$ cat src/rtl/reset_sequencer.sv
// Staged reset release: wait for a qualified clock lock, then drop reset_out[0..N-1]
// one at a time STAGE_GAP cycles apart; lock loss or soft request restarts the sequence.
module reset_sequencer #(
  parameter int NUM_STAGES  = 3,
  parameter int HOLD_CYCLES = 16,
  parameter int STAGE_GAP   = 8
) (
  input  logic                  clk_in,
  input  logic                  reset_in,
  input  logic                  lock_in,
  input  logic                  soft_req_in,
  output logic [NUM_STAGES-1:0] reset_out,
  output logic                  ready_out,
  output logic [7:0]            restart_count_out
);

  localparam int CNT_MAX = (HOLD_CYCLES > STAGE_GAP) ? HOLD_CYCLES : STAGE_GAP;
  localparam int CW      = (CNT_MAX > 1) ? $clog2(CNT_MAX) : 1;
  localparam int IW      = $clog2(NUM_STAGES + 1);

  localparam logic [CW-1:0] HOLD_LAST = CW'(HOLD_CYCLES - 1);
  localparam logic [CW-1:0] GAP_LAST  = CW'(STAGE_GAP - 1);
  localparam logic [IW-1:0] IDX_LAST  = IW'(NUM_STAGES - 1);

  typedef enum logic [1:0] {ASSERT, RELEASE, RUN} state_t;

  state_t                  state, state_n;
  logic [CW-1:0]           cnt, cnt_n;
  logic [IW-1:0]           idx, idx_n;
  logic [NUM_STAGES-1:0]   reset_n;
  logic                    ready_n;
  logic [7:0]              restart_n;
  logic                    lock_meta, lock_sync;
  logic                    restart;

  assign restart = !lock_sync || soft_req_in;

  always_ff @(posedge clk_in or posedge reset_in) begin
    if (reset_in) begin
      lock_meta         <= 1'b0;
      lock_sync         <= 1'b0;
      state             <= ASSERT;
      cnt               <= '0;
      idx               <= '0;
      reset_out         <= '1;
      ready_out         <= 1'b0;
      restart_count_out <= 8'd0;
    end else begin
      lock_meta         <= lock_in;
      lock_sync         <= lock_meta;
      state             <= state_n;
      cnt               <= cnt_n;
      idx               <= idx_n;
      reset_out         <= reset_n;
      ready_out         <= ready_n;
      restart_count_out <= restart_n;
    end
  end

  always_comb begin
    state_n   = state;
    cnt_n     = cnt;
    idx_n     = idx;
    reset_n   = reset_out;
    ready_n   = ready_out;
    restart_n = restart_count_out;
    case (state)
      ASSERT: begin
        reset_n = '1;
        ready_n = 1'b0;
        if (restart) begin
          cnt_n = '0;
        end else if (cnt == HOLD_LAST) begin
          reset_n[0] = 1'b0;
          cnt_n      = '0;
          idx_n      = IW'(1);
          if (NUM_STAGES == 1) begin
            state_n = RUN;
            ready_n = 1'b1;
          end else begin
            state_n = RELEASE;
          end
        end else begin
          cnt_n = cnt + CW'(1);
        end
      end
      RELEASE: begin
        // restart wins over a stage release due on the same edge
        if (!restart) begin
          if (cnt == GAP_LAST) begin
            for (int i = 0; i < NUM_STAGES; i++)
              if (idx == IW'(i)) reset_n[i] = 1'b0;
            idx_n = idx + IW'(1);
            cnt_n = '0;
            if (idx == IDX_LAST) begin
              state_n = RUN;
              ready_n = 1'b1;
            end
          end else begin
            cnt_n = cnt + CW'(1);
          end
        end
      end
      RUN: ;
      default: state_n = ASSERT;
    endcase
    if (state != ASSERT && restart) begin
      state_n   = ASSERT;
      reset_n   = '1;
      ready_n   = 1'b0;
      cnt_n     = '0;
      idx_n     = '0;
      restart_n = (restart_count_out == 8'hFF) ? 8'hFF : restart_count_out + 8'd1;
    end
  end

endmodule

$ cat config.mk
export PLATFORM = sky130hd
export DESIGN_NAME = reset_sequencer
export DESIGN_NICKNAME = d
export VERILOG_FILES = /design/src/rtl/reset_sequencer.sv
export SDC_FILE = /design/constraint.sdc
export NUM_CORES = 1
export LEC_CHECK = 0
export CAP_MARGIN = 40
export CORE_ASPECT_RATIO = 1.75
export CORE_UTILIZATION = 43
export CTS_CLUSTER_DIAMETER = 100
export DETAILED_ROUTE_END_ITERATION = 8
export PLACE_DENSITY = 0.68
export SYNTH_ARGS = -nofsm -noshare
export SYNTH_HDL_FRONTEND = slang
export SYNTH_SLANG_ARGS = --single-unit
$ cat constraint.sdc
create_clock -name clk_in -period 1.74 [get_ports clk_in]
set_clock_uncertainty 0.2 [all_clocks]
set_input_delay 0.435 -clock clk_in [delete_from_list [all_inputs] [get_ports clk_in]]
set_output_delay 0.435 -clock clk_in [all_outputs]
set_load 0.03 [all_outputs]
==> impl_metrics.json <==
{
  "regArea_um2": 554.3,
  "cpPeakStageDelay_ns": 0.40,
  "finalSetupTns_ns": 0,
  "initial_core_util_pct": 46.13,
  "path_buf_inv": 1,
  "fp.dieArea_mm2": 0.002926,
  "power.total_uw": 1034,
  "detail_route.drc_violations": 0,
  "grt_pass1_vias": 942,
  "initialDrtViolationCount": 25,
  "final_area_mm2": 0.001526,
  "h-tree-depth": 1,
  "grt-ovfl-total": 0,
  "multiInputGateArea_um2": 590.6,
  "row_count": 24,
  "drtPass1Iterations": 4,
  "finalMaxSlewViolations": 0,
  "ys_top_cells_by_area": "dfrtp_1, dfstp_2, ha_1",
  "num_antenna_cells": 0,
  "netlist.area_leader.share_pct": 40.86,
  "place_area_mm2": 0.001425,
  "place_congestion": 0.7203,
  "io-pin-count": 16,
  "tightest_slew_ns": 0.3880,
  "min_period_over_period_pct": 95.00,
  "critPathSlowestCell": "dlygate4sd2_1",
  "ys_ff_latch": 22,
  "rrSetupSlack_ns": 0.10,
  "hold_buffers": 0,
  "clk_pin_slew_ns": 0.08,
  "yosys_warnings": 0,
  "cellPowerDensity_mw_per_mm2": 677.6,
  "finalNonFillerCells": 176,
  "dieHeight_um": 70.82,
  "required_ns": 1.10,
  "ys_seq_area_share_pct": 47.63,
  "maxCapViolCount": 0,
  "vias": 946,
  "synth_top_family_by_area": "simple AND/OR/NAND/NOR gates",
  "drive_gt1_share_pct": 28.00,
  "synth_compound_area_share_pct": 11.94,
  "grt_max_degree": 23,
  "path_depth": 1,
  "yosys.area.top_type": "dfrtp_1",
  "syn_area_per_cell_um2": 9.778,
  "max_clock_freq_mhz": 605.0,
  "crit_fanout": 2,
  "p_leak_uw": 0.0006989,
  "synth_area_mm2": 0.001164,
  "totalWireLength_um": 2372,
  "portBuffers": 15,
  "path_cells": "dlygate4sd2_1",
  "clockRootBuffer": "clkbuf_8",
  "core_area_mm2": 0.002522,
  "worstHoldStart": "lock_meta",
  "cp-endpoint": "restart_count_out[4]",
  "r2r_end": "restart_count_out[6]",
  "ff2ff_path_depth": 6,
  "syn_to_final_growth_pct": 31.18,
  "insertion_delay_ns": 0.26,
  "min_period_ns": 1.653,
  "die_x_um": 41.33,
  "crit_type": "register to primary output",
  "r2r_start": "restart_count_out[1]",
  "dp_slack_ns": -0.3267,
  "hpwl_um": 1806,
  "slew_headroom_pct": 73.86,
  "cts_buffer_depth": 2,
  "path_delay_family": "buffers and inverters",
  "netlist_instances": 119,
  "fin_ws_ns": 0.08703,
  "worst_ir_drop_vdd_mv": 0.6961,
  "wire_per_inst_um": 13.48,
  "antenna_found_initial": 0,
  "nFillCells": 235,
  "cts_tree": "yes",
  "synthAdderAreaFrac_pct": 5.376,
  "arrival_ns": 1.02,
  "synthSimpleGateAreaFrac_pct": 23.01,
  "synth_xor_area_share_pct": 3.763,
  "via_per_inst": 5.375,
  "cts_sinks": 22,
  "nets": 160,
  "synth.net_count": 128,
  "hold_viol": 0,
  "grt_pass1_wl_um": 3960,
  "cts_buffers": 3,
  "ant_nets": 0,
  "endpoint_kind": "primary output",
  "synth_cell_types": 36,
  "grt_use_total_pct": 18.78,
  "setup_viol": 0,
  "dp_cells": 171,
  "startpoint": "restart_count_out[4]",
  "rsz0062_at_grt": "no",
  "min_path_type": "register to register",
  "startpoint_type": "register",
  "status": "finished clean",
  "synth_mux_area_share_pct": 4.516
}
[metrics by stage]
step / hold slack (ns) / utilization [%]
floorplan: 0.1312 / -
global placement: 0.1355 / 56.50
detailed placement: 0.1395 / 56.50
CTS: 0.1577 / 59.67
global route: 0.1620 / 60.52
finish: 0.1535 / 60.52
[synth_stat cells]
cell type,n
dfrtp_1,19
nand2_1,12
nor2_1,9
a21oi_1,7
inv_1,6
nand3_1,6
ha_1,5
nand2b_1,5
o21ai_0,5
xnor2_1,4
clkbuf_1,3
dfstp_2,3
mux2i_1,3
a211oi_1,2
a21o_1,2
a31oi_1,2
and3_1,2
buf_2,2
mux2_2,2
nand4_1,2
nor2_2,2
nor3_1,2
a21boi_0,1
a221oi_1,1
a22oi_1,1
and2_1,1
and4_1,1
and4b_2,1
nor2b_1,1
nor2b_2,1
nor3_4,1
nor4_2,1
nor4bb_1,1
o21ai_1,1
o21bai_1,1
xor2_1,1
[worst min-delay path by stage]
stage                           end  slack (ns)  cells past startpoint
after floorplan           lock_sync        0.13                      0
after global placement    lock_sync        0.14                      0
after detailed placement  lock_sync        0.14                      0
after CTS                 lock_sync        0.16                      0
after global routing      lock_sync        0.16                      0
final                     lock_sync        0.15                      0
[cell type report]
type / instances / area share [%]
tap: 26 / 2.131
inverter: 6 / 1.475
clock inverter: 1 / 1.967
clock buffer: 3 / 2.705
timing repair buffer: 32 / 16.72
multi-input combinational: 86 / 38.69
sequential: 22 / 36.31
[kinds of logic (layout without fill, tap and decap cells)]
| kind of cell | count (synthesis) | count (layout) |
|---|---|---|
| xor+xnor | 5 | 5 |
| buf+inv | 11 | 42 |
| fa+ha+maj | 5 | 5 |
| flops | 22 | 22 |
| compound gates | 23 | 23 |
| simple gates | 48 | 48 |
| mux | 5 | 5 |
[layer usage]
metal | global-route usage [%] | wire length (um)
met2 | 33.51 | 1323
met4 | 5.376 | 24
met5 | 0 | 0
met1 | 21.21 | 973
met3 | 2.821 | 51
[flip-flops by register name (all words and copies together), names as in the netlist]
signal,count
restart_count_out,8
cnt,4
reset_out,3
idx,2
state,2
lock_meta,1
lock_sync,1
ready_out,1
[timing repair]
action                                  CTS  global route
endpoints found under the setup margin    6             5
pin swaps                                 1             2
hold endpoints to repair                  0             0
resized for setup                         6             3
setup buffers                             0             1
[layout by cell type, fill, tap and decap left out, drive strengths merged, types with 2 or more instances in the layout]
master,Yosys,final
a211oi,2,2
a21o,2,2
a21oi,7,7
a31oi,2,2
and3,2,2
buf,2,25
clkbuf,3,3
clkdlybuf4s50,0,2
dfrtp,19,19
dfstp,3,3
dlygate4sd2,0,4
ha,5,5
inv,6,6
mux2,2,2
mux2i,3,3
nand2,12,12
nand2b,5,5
nand3,6,6
nand4,2,2
nor2,11,11
nor2b,2,2
nor3,3,3
o21ai,6,6
xnor2,4,4
[report_power, final]
| group | internal (uW) | switching [uW] | total, uW | leakage [uW] |
|---|---|---|---|---|
| registers | 516 | 2.36 | 518 | 0.000265 |
| clock network | 307 | 162 | 468 | 0.0000357 |
| logic | 22.1 | 25.8 | 47.9 | 0.000398 |
(Power assumes the default switching activity.)
